==> src/rtl/scan.sv <==
// rtl/scan.sv - sequential memory scanner: fetches bytes 0..LAST_ADDR and presents each
// on data_out with a one-cycle scan_start strobe, paced by BYTE_GAP idle cycles.
module scan #(
  parameter logic [13:0] LAST_ADDR = 14'h3FFF,
  parameter int unsigned BYTE_GAP  = 16
) (
  input  logic        clk,
  input  logic        rst,
  input  logic        start,
  input  logic [7:0]  read_data,
  output logic [13:0] read_select,
  output logic [7:0]  data_out,
  output logic        scan_start
);

  typedef enum logic [2:0] {IDLE, ADDR, WAIT, LOAD, GAP, DONE} state_t;

  localparam logic [15:0] GAP_LAST = 16'(BYTE_GAP - 1);

  state_t      state_q, state_d;
  logic [13:0] addr_q, addr_d;
  logic [7:0]  data_q, data_d;
  logic        pulse_q, pulse_d;
  logic [15:0] gap_q, gap_d;

  always_ff @(posedge clk or negedge rst) begin
    if (!rst) begin
      state_q <= IDLE;
      addr_q  <= 14'h0000;
      data_q  <= 8'h00;
      pulse_q <= 1'b0;
      gap_q   <= 16'h0000;
    end else begin
      state_q <= state_d;
      addr_q  <= addr_d;
      data_q  <= data_d;
      pulse_q <= pulse_d;
      gap_q   <= gap_d;
    end
  end

  always_comb begin
    state_d = state_q;
    addr_d  = addr_q;
    data_d  = data_q;
    pulse_d = 1'b0;
    gap_d   = gap_q;
    case (state_q)
      IDLE: begin
        addr_d = 14'h0000;
        gap_d  = 16'h0000;
        if (start) state_d = ADDR;
      end
      ADDR: state_d = WAIT;
      WAIT: state_d = LOAD;
      LOAD: begin
        data_d  = read_data;
        pulse_d = 1'b1;
        gap_d   = 16'h0000;
        state_d = GAP;
      end
      GAP: begin
        if (gap_q == GAP_LAST) begin
          gap_d = 16'h0000;
          // Compare before incrementing so the address can never wrap past LAST_ADDR.
          if (addr_q == LAST_ADDR) begin
            state_d = DONE;
          end else begin
            addr_d  = addr_q + 14'd1;
            state_d = ADDR;
          end
        end else begin
          gap_d = gap_q + 16'd1;
        end
      end
      DONE: begin
        // Wait for start to drop so a held request yields exactly one scan.
        if (!start) begin
          addr_d  = 14'h0000;
          state_d = IDLE;
        end
      end
      default: state_d = IDLE;
    endcase
  end

  assign read_select = addr_q;
  assign data_out    = data_q;
  assign scan_start  = pulse_q;

endmodule

==> config.mk <==
export PLATFORM = sky130hd
export DESIGN_NAME = scan
export DESIGN_NICKNAME = d
export VERILOG_FILES = /design/src/rtl/scan.sv
export SDC_FILE = /design/constraint.sdc
export NUM_CORES = 1
export LEC_CHECK = 0
export BUFFER_PORTS_ARGS = -buffer_cell sky130_fd_sc_hd__buf_2
export CORE_ASPECT_RATIO = 1.4
export CORE_UTILIZATION = 59
export CTS_BUF_LIST = sky130_fd_sc_hd__clkbuf_4 sky130_fd_sc_hd__clkbuf_8
export CTS_CLUSTER_DIAMETER = 50
export DETAILED_ROUTE_END_ITERATION = 16
export PLACE_DENSITY = 0.82
export SYNTH_ARGS = -nofsm -noshare
export SYNTH_HDL_FRONTEND = slang
export SYNTH_SLANG_ARGS = --single-unit
==> constraint.sdc <==
create_clock -name clk -period 2 [get_ports clk]
set_input_delay 0.1 -clock clk [delete_from_list [all_inputs] [get_ports clk]]
set_output_delay 0.1 -clock clk [all_outputs]
set_load 0.005 [all_outputs]
==> impl_metrics.ini, run 1 <==
[sta]
slew_headroom_pct = 67.1
setup_viol_count_final = 0
finalMaxSlewViolations = 0
grt_setup_unrepaired = false
timing_worst_slew_pin_value_ns = 0.490
fin_tns_setup_ns = 0
final_hold_viol_count = 0
period_share_pct = 92.0
finalWorstPathRequiredPeriod_ns = 1.84
worst_clock_skew_ns = 0.00601
max_freq_mhz = 544

[global_route]
grt_overall_usage_pct = 29.5
antenna_found_initial = 0
grt_pass1_vias = 1886
grt_first_pass_wirelength_mm = 8.58
gr-total-overflow = 0
grt_start_max_net_pins = 28

[power_and_ir_drop]
pwr-share-seq_pct = 38.7
power_switching_mw = 1.10
clockPowerShare_pct = 26.8
max-vdd-ir-drop_mv = 1.14
p_leak_nw = 1.33
p_int_mw = 2.01
pwr-share-comb_pct = 34.5
power.density_cell_area_mw_per_mm2 = 1110
netSwitchingFraction_pct = 35.4

[yosys]
async_flop_share_pct = 100
synth-seq-area-share_pct = 46.1
ys.flop_type = sky130_fd_sc_hd__dfrtp_1
ys_ff_latch = 42
synth_top_area_cell = sky130_fd_sc_hd__dfrtp_1
synth_area_mm2 = 0.00228
synth_fp_nets = 261
synth_edf_count = 0
yosys_warnings = 0
syn_avg_cell_area_um2 = 9.20
synth_top_cell_area_share_pct = 46.1
synth_area_leaders = sky130_fd_sc_hd__dfrtp_1 (46%), sky130_fd_sc_hd__nand2_1 (7.2%), sky130_fd_sc_hd__a21oi_1 (3.9%), sky130_fd_sc_hd__o21ai_0 (3.9%), sky130_fd_sc_hd__nand3_1 (2.9%)
synth.lib_cells_used.distinct = 52
synth_cells = 248

[floorplan]
boundaryPins = 34
effective_utilization_at_floorplan_pct = 62.1
core_mm2 = 0.00368
fp.dieArea_mm2 = 0.00412
die_width_um = 54.6
chipHeight_um = 75.6
std_cell_rows = 26

[min_path]
timing.hold.worst.class = in2reg

[routing]
vias = 2076
route.antenna.remaining_nets = 0
drt_first_pass_iters = 4
viasPerCell = 6.03
wirelength_mm = 5.48
drc = 0
drt_iter0_markers = 53
wl_per_cell_um = 15.9

[clock_tree]
cts_tree = built
h-tree-depth = 2
cts-buffers-inserted = 5
worst_skew_pair.late_latency_ns = 0.30
clk_transition_reported_paths_ns = 0.08
clock_sink_count = 42
cts-root-buf = sky130_fd_sc_hd__clkbuf_8
clk_buf_depth = 2

[critical_path]
cp_slowest_stage_delay_ns = 0.40
critical_path.n_buffers_inverters = 0
crit_chain = ha_1 -> and3_1 -> and4_4 -> o21a_4 -> nand2_4 -> a221o_1
cp_required_ns = 2.18
critical_path_launch_point_type = register
critical_path.slowest_cell = sky130_fd_sc_hd__dfrtp_1
endpoint_kind = register
worstPathArrival_ns = 2.02
critical_path_peak_fanout = 6
timing_worst_setup_path_type = reg2reg
timing.critical_path.max_delay_family = simple AND/OR/NAND/NOR gates

[run]
timing.max_cap.violations = 0

[place]
dpl.hpwl_mm = 3.89
placement.io_buffers = 33
dp.cells = 327
place_congestion = 0.918

[final_layout]
area.sequential_mm2 = 0.00105
nNetsFinal = 314
diodes = 0
layoutNonFillerInstCount = 344
post_route_cells_drive_above_1_share_pct = 24.8
flow.area_growth_from_synthesis_pct = 22.3
multi_input_area_mm2 = 0.00117
final.fill_count = 277

[run_status]
status = finished clean
per-stage QoR:
step | power [mW] | setup WS [ns] | hold WS [ns] | util [%] | area (µm²)
6_report | 3.10 | 0.160 | 0.0115 | 75.9 | 2790
5_1_grt | 3.31 | 0.0171 | 0.0397 | 75.9 | 2790
4_1_cts | 3.12 | 0.120 | 0.00559 | 75.7 | 2780
3_5_place_dp | 2.27 | 0.149 | 0.0351 | 69.7 | 2560
3_3_place_gp | 2.24 | 0.176 | 0.0309 | 69.7 | 2560
2_1_floorplan | 1.85 | 0.285 | -0.196 | - | 2280
worst min-delay path: stages:
cell                      delay (ns)
sky130_fd_sc_hd__buf_2          0.07
sky130_fd_sc_hd__nand2_1        0.04
sky130_fd_sc_hd__nand2_1        0.06
final timing paths:
kind,start,to,slack (ns),depth (start not counted)
worst max register to register,gap_q[0],read_select[4],0.16,6
worst min-delay path,read_data[3],data_out[3],0.01,3
worst min register to register,data_out[7],data_out[7],0.47,2
worst max-delay path,gap_q[0],read_select[4],0.16,6
max in group asynchronous,rst,gap_q[15],1.06,3
min in group asynchronous,rst,read_select[6],0.25,2
cell usage in the layout, fill, tap and decap left out, drive strengths merged, types with 3 or more instances in the layout:
cell type,netlist,routed
nor3,8,8
nand4,6,6
nand3,14,14
dfrtp,42,42
a31oi,7,7
a22o,4,4
and4,3,3
o21ai,19,19
nor2,18,18
clkbuf,1,6
o21a,3,3
nand2,47,47
and3,7,7
dlygate4sd3,0,8
a21oi,18,18
o31ai,4,4
nor4,5,5
buf,7,46
nand2b,3,3
inv,5,5
and2,3,3
final cells by class:
type                            count  share of cell area (%)
Sequential cell                    42                    37.7
Multi-Input combinational cell    193                    42.0
Inverter                            5                   0.672
Clock inverter                      2                    2.15
Tap cell                           42                    1.88
Clock buffer                        6                    2.96
Timing Repair Buffer               54                    12.7
power groups by stage:
stage	combinational, mW	sequential (mW)	clock [mW]
floorplan	0.679	1.17	0
finish	1.07	1.20	0.832
CTS	1.07	1.20	0.844
global placement	1.03	1.21	0
global route	1.20	1.24	0.871
detailed placement	1.06	1.22	0
flip-flops by register name (all words and copies together), names as in the netlist:
name and count:
data_out 8, read_select 14, scan_start 1, gap_q 16
state_q 3
cell families (layout without fill, tap and decap cells):
group | count (synthesis) | count (layout) | synth area share, %
xor+xnor | 2 | 2 | 0.768
flops | 42 | 42 | 46.1
buf+inv | 13 | 67 | 2.63
mux | 4 | 4 | 1.86
simple gates | 119 | 119 | 29.0
fa+ha+maj | 2 | 2 | 1.10
compound gates | 66 | 66 | 18.6
synth_stat cells, types with 3 or more instances:
master,instances
sky130_fd_sc_hd__a22o_1,4
sky130_fd_sc_hd__inv_1,4
sky130_fd_sc_hd__a31oi_1,7
sky130_fd_sc_hd__nand2b_1,3
sky130_fd_sc_hd__dfrtp_1,42
sky130_fd_sc_hd__and3_1,6
sky130_fd_sc_hd__o21ai_0,18
sky130_fd_sc_hd__nand3_1,13
sky130_fd_sc_hd__o31ai_1,4
sky130_fd_sc_hd__and2_1,3
sky130_fd_sc_hd__nor3_1,7
sky130_fd_sc_hd__a21oi_1,18
sky130_fd_sc_hd__buf_2,6
sky130_fd_sc_hd__nand4_1,6
sky130_fd_sc_hd__nor4_4,3
sky130_fd_sc_hd__nor2_1,15
sky130_fd_sc_hd__nand2_1,44
metal layers:
layer,global-route usage [%],wire length [µm],share of wire (%),vias up
li1,-,-,-,1017
met1,32.9,2160,39,1001
met2,52.4,3020,55,48
met3,5.79,185,3.4,10
met4,13.7,112,2.0,0
met5,0,0,0,-
what timing repair did:
item	CTS	global route
gates resized for setup	0	0
endpoints found under the hold margin	22	0
buffers inserted	0	1
setup endpoints to repair	0	1
hold buffers	8	0
Note: power is estimated with default switching activity, not from simulation.
==> inputs of run 2 (changes only) <==
--- a/config.mk
+++ b/config.mk
@@ -11,6 +11,7 @@
 export CTS_BUF_LIST = sky130_fd_sc_hd__clkbuf_4 sky130_fd_sc_hd__clkbuf_8
 export CTS_CLUSTER_DIAMETER = 50
 export DETAILED_ROUTE_END_ITERATION = 16
+export MAX_ROUTING_LAYER = met4
 export PLACE_DENSITY = 0.82
 export SYNTH_ARGS = -nofsm -noshare
 export SYNTH_HDL_FRONTEND = slang
==> run 2 against run 1 <==
  * Clock skew is 0.0026 ns higher
  * First-iteration DRC count is 13% higher
  * Combinational power is essentially flat
  * Clock-buffer cell count stayed put
  * Clock power is essentially flat
  * Flip-flop and latch count unchanged
  * Critical path depth stayed put
==> impl_metrics.ini, run 2 (synthesis gave the netlist of run 1 again) <==
[final_layout]
final_common_cell = sky130_fd_sc_hd__nand2_1
final.fill_count = 277
diodes = 0
largest_register_ff_count = 16
post_route_cells_drive_above_1_share_pct = 24.8
flow.area_growth_from_synthesis_pct = 22.3
largest_register = gap_q
layout_common_cells = sky130_fd_sc_hd__nand2_1 (44), sky130_fd_sc_hd__dfrtp_1 (42), sky130_fd_sc_hd__buf_2 (33)
nNetsFinal = 314
finalCoreUtilization_pct = 75.9

[routing]
wl_per_cell_um = 15.9
route.antenna.remaining_nets = 0
drt_iter0_markers = 60
viasPerCell = 6.11
drt_first_pass_iters = 4
drc = 0
vias = 2101
wirelength_mm = 5.49

[floorplan]
std_cell_rows = 26
boundaryPins = 34
die_width_um = 54.6
effective_utilization_at_floorplan_pct = 62.1
core_mm2 = 0.00368
fp.dieArea_mm2 = 0.00412
chipHeight_um = 75.6

[run]
timing.max_cap.violations = 0

[clock_tree]
cts-root-buf = sky130_fd_sc_hd__clkbuf_8
clk_buf_depth = 2
cts_tree = built
clk_transition_reported_paths_ns = 0.08
h-tree-depth = 2
clock_sink_count = 42
cts-buffers-inserted = 5
worst_skew_pair.late_latency_ns = 0.30

[critical_path]
critical_path_launch_point_type = register
timing_worst_setup_path_type = reg2reg
endpoint_kind = register
cp_required_ns = 2.18
worstPathArrival_ns = 2.02
timing.reg2reg.worst_path_depth = 6
critical_path_peak_fanout = 6

[place]
dpl.hpwl_mm = 3.89
placement.io_buffers = 33
place_congestion = 0.934
pre_cts_ws_ns = 0.149

[power_and_ir_drop]
p_leak_nw = 1.33
max-vdd-ir-drop_mv = 1.14
power.density_cell_area_mw_per_mm2 = 1110

[global_route]
grt_first_pass_wirelength_mm = 8.58
grt_start_max_net_pins = 28
grt_overall_usage_pct = 30.4
grt_pass1_vias = 1886
gr-total-overflow = 0
antenna_found_initial = 0

[run_status]
status = finished clean

[sta]
postLayoutSetupSlackWorst_ns = 0.159
grt_setup_unrepaired = false
hold_ws_ns = 0.0115
max_freq_mhz = 543
worst_clock_skew_ns = 0.00865
setup_viol_count_final = 0
finalMaxSlewViolations = 0
period_share_pct = 92.0
slew_headroom_pct = 67.4
fin_tns_setup_ns = 0
timing_worst_slew_pin_value_ns = 0.486
final_hold_viol_count = 0
finalWorstPathRequiredPeriod_ns = 1.84

[min_path]
worst_hold_depth = 3
timing.hold.worst.class = in2reg
run 2: cell counts in the layout (fill, tap and decap cells not counted):
No cell type changed its count.
run 2: cell type report:
cell class / count / area [µm²] / area share [%]
multi-input cells: 193 / 1170 / 42.0
flip-flops and latches: 42 / 1050 / 37.7
repair buffers: 54 / 355 / 12.7
clock buffers: 6 / 82.6 / 2.96
clock inverters: 2 / 60.1 / 2.15
well taps: 42 / 52.6 / 1.88
inverters: 5 / 18.8 / 0.672
run 2: worst paths after layout:
| check | startpoint | to | slack (ns) |
|---|---|---|---|
| worst max-delay path | gap_q[0] | read_select[4] | 0.16 |
| worst min-delay path | read_data[3] | data_out[3] | 0.01 |
| worst max register to register | gap_q[0] | read_select[4] | 0.16 |
| worst min register to register | data_out[7] | data_out[7] | 0.47 |
| max in group asynchronous | rst | data_out[4] | 1.07 |
| min in group asynchronous | rst | gap_q[9] | 0.25 |
run 2: per-layer routing:
layer  track usage (%)  vias to the layer above  share of wire [%]
li1                  -                     1015                  -
met1              32.8                     1022                 40
met2              52.6                       51                 54
met3              5.79                       13                3.6
met4              13.7                        0                2.3
met5                 -                        -                  0
run 2: timing repair:
| action | CTS | global route |
|---|---|---|
| endpoints found under the setup margin | 0 | 1 |
| endpoints found under the hold margin | 22 | 0 |
| gates resized for setup | 0 | 0 |
| buffers inserted | 0 | 1 |
| hold buffers | 8 | 0 |
run 2: worst max-delay path, stage by stage, from the launching register on:
cell and delay, ns:
sky130_fd_sc_hd__dfrtp_1 0.40, sky130_fd_sc_hd__ha_1 0.21, sky130_fd_sc_hd__and3_1 0.22, sky130_fd_sc_hd__and4_4 0.27, sky130_fd_sc_hd__o21a_4 0.18, sky130_fd_sc_hd__nand2_4 0.08, sky130_fd_sc_hd__a221o_1 0.36
run 2: power breakdown:
part | internal [mW] | switching (mW) | leakage [nW]
clock | 0.533 | 0.301 | 0.0714
sequential | 1.02 | 0.178 | 0.566
combinational | 0.449 | 0.624 | 0.691
total | 2.01 | 1.10 | 1.33
run 2: per-stage QoR:
| step | cell area, µm² | power, mW | std cells |
|---|---|---|---|
| after global routing | 2790 | 3.31 | 344 |
| after CTS | 2780 | 3.12 | 343 |
| final | 2790 | 3.11 | 344 |
| after detailed placement | 2560 | 2.27 | 327 |
| after floorplan | 2280 | 1.85 | 248 |
| after global placement | 2560 | 2.24 | 327 |
==> inputs of run 3 (changes only) <==
--- a/config.mk
+++ b/config.mk
@@ -7,12 +7,12 @@
 export LEC_CHECK = 0
 export BUFFER_PORTS_ARGS = -buffer_cell sky130_fd_sc_hd__buf_2
 export CORE_ASPECT_RATIO = 1.4
-export CORE_UTILIZATION = 59
+export CORE_UTILIZATION = 52
 export CTS_BUF_LIST = sky130_fd_sc_hd__clkbuf_4 sky130_fd_sc_hd__clkbuf_8
 export CTS_CLUSTER_DIAMETER = 50
 export DETAILED_ROUTE_END_ITERATION = 16
 export MAX_ROUTING_LAYER = met4
-export PLACE_DENSITY = 0.82
+export PLACE_DENSITY = 0.74
 export SYNTH_ARGS = -nofsm -noshare
 export SYNTH_HDL_FRONTEND = slang
 export SYNTH_SLANG_ARGS = --single-unit
==> run 3 against run 2 <==
  * The run now ends with design-rule violations left
  * Core utilization down 9.9 points
  * Design area fell by 0.58%
  * Register-to-register slack got worse by 0.05 ns
  * Highest routed layer unchanged
==> impl_metrics.ini, run 3 (synthesis gave the netlist of run 1 again) <==
[routing]
wl_per_cell_um = 14.9
drc = 1
route.antenna.remaining_nets = 0
vias = 2072
viasPerCell = 5.89
drt_iter0_markers = 102
drt_first_pass_iters = 10
wirelength_mm = 5.25

[floorplan]
core_mm2 = 0.00420
boundaryPins = 34
fp.dieArea_mm2 = 0.00466
chipHeight_um = 80.4
die_width_um = 58.0
effective_utilization_at_floorplan_pct = 54.3
std_cell_rows = 28

[final_layout]
final_common_cell = sky130_fd_sc_hd__nand2_1
largest_register_ff_count = 16
nNetsFinal = 319
diodes = 0
layout_common_cells = sky130_fd_sc_hd__nand2_1 (44), sky130_fd_sc_hd__dfrtp_1 (42), sky130_fd_sc_hd__buf_2 (33)
flow.area_growth_from_synthesis_pct = 21.6
largest_register = gap_q
post_route_cells_drive_above_1_share_pct = 25.7

[critical_path]
endpoint_kind = register
cp_required_ns = 2.19
startpoint = gap_q[0]
worstPathArrival_ns = 2.09
cp_slowest_stage_delay_ns = 0.41
timing.reg2reg.worst_path_depth = 7
rrSetupSlack_ns = 0.11
r2r-start = gap_q[0]
crit_chain = ha_1 -> and3_1 -> and4_4 -> nor2_1 -> buf_4 -> and2_1 -> mux2_2
critical_path_peak_fanout = 15
cp-endpoint = gap_q[15]
worstReg2RegEnd = gap_q[15]
critical_path_launch_point_type = register
timing_worst_setup_path_type = reg2reg
critical_path.slowest_cell = sky130_fd_sc_hd__dfrtp_1

[sta]
period_share_pct = 94.7
fin_tns_setup_ns = 0
grt_setup_unrepaired = false
timing_worst_slew_pin_value_ns = 0.474
final_hold_viol_count = 0
max_freq_mhz = 528
finalMaxSlewViolations = 0
slew_headroom_pct = 68.3
setup_viol_count_final = 0
finalWorstPathRequiredPeriod_ns = 1.89
worst_clock_skew_ns = 0.00421

[clock_tree]
clk_buf_depth = 2
clock_sink_count = 42
cts-root-buf = sky130_fd_sc_hd__clkbuf_8
cts-buffers-inserted = 5
worst_skew_pair.late_latency_ns = 0.30
h-tree-depth = 2
cts_tree = built
clk_transition_reported_paths_ns = 0.08
cts_setup_buffers = 0

[place]
dpl.hpwl_mm = 3.80
place_congestion = 0.841
placement.io_buffers = 33

[run_status]
violated_checks = design-rule violations
status = finished, violations left

[global_route]
grt_pass1_vias = 1991
grt_start_max_net_pins = 18
gr-total-overflow = 0
antenna_found_initial = 0
grt_first_pass_wirelength_mm = 8.80
grt_overall_usage_pct = 25.4

[min_path]
timing.hold.worst.class = in2reg

[power_and_ir_drop]
max-vdd-ir-drop_mv = 0.614
power.density_cell_area_mw_per_mm2 = 1020
p_leak_nw = 1.32
post-layout-total-power_mw = 2.82

[run]
timing.max_cap.violations = 0
[run 3: changes by cell type in the layout (fill, tap and decap cells not counted)]
cell                            change
sky130_fd_sc_hd__clkinv_2           +1
sky130_fd_sc_hd__buf_4              +5
sky130_fd_sc_hd__buf_12             -1
sky130_fd_sc_hd__clkinvlp_4         +1
sky130_fd_sc_hd__dlygate4sd3_1      +1
sky130_fd_sc_hd__bufinv_16          -2
[run 3: layer usage]
layer / up-vias / routed length (µm) / global-route usage (%)
li1: 1029 / - / -
met1: 981 / 2220 / 28.5
met2: 53 / 2720 / 43.7
met3: 9 / 214 / 4.67
met4: 0 / 104 / 11.4
met5: - / 0 / -
[run 3: timing repair]
action	CTS	global route
resized for setup	0	0
setup endpoints to repair	0	7
hold buffers	8	1
endpoints found under the hold margin	32	1
[run 3: where the power goes]
part / switching, mW / total [mW] / internal (mW) / leakage (nW)
clock: 0.306 / 0.584 / 0.278 / 0.0472
sequential: 0.208 / 1.23 / 1.02 / 0.566
combinational: 0.580 / 1.00 / 0.423 / 0.710
total: 1.09 / 2.82 / 1.72 / 1.32
[run 3: critical path, delay by kind of cell, from the launching register on]
kind | cells | cell delay, ns
simple gates | 4 | 0.71
mux | 1 | 0.25
flops | 1 | 0.41
fa+ha+maj | 1 | 0.23
buf+inv | 1 | 0.19
[run 3: worst min-delay path by stage]
| stage | from | endpoint | slack [ns] | depth (start not counted) |
|---|---|---|---|---|
| global route | start | state_q[0] | 0.16 | 3 |
| detailed placement | rst | read_select[12] | -0.01 | 1 |
| global placement | rst | read_select[12] | -0.01 | 1 |
| finish | start | state_q[0] | 0.13 | 3 |
| CTS | read_data[2] | data_out[2] | 0.002 | 3 |
| floorplan | rst | data_out[0] | -0.20 | 0 |
[run 3: through the flow]
stage          util, %  hold slack [ns]  area (µm²)  setup WS, ns  instances
3_5_place_dp      61.6         -0.00972        2590         0.116        335
5_1_grt           66.0            0.163        2780        0.0166        352
4_1_cts           65.8          0.00168        2770        0.0980        351
2_1_floorplan        -           -0.196        2280         0.285        248
3_3_place_gp      61.6          -0.0134        2590         0.150        335
6_report          66.0            0.126        2780         0.106        352
[run 3: area by class of cell]
type / instances / area [µm²]
Clock inverter: 2 / 12.5
Fill cell: 346 / 1430
Sequential cell: 42 / 1050
Multi-Input combinational cell: 193 / 1170
Tap cell: 45 / 56.3
Inverter: 5 / 18.8
Clock buffer: 6 / 82.6
Timing Repair Buffer: 59 / 383
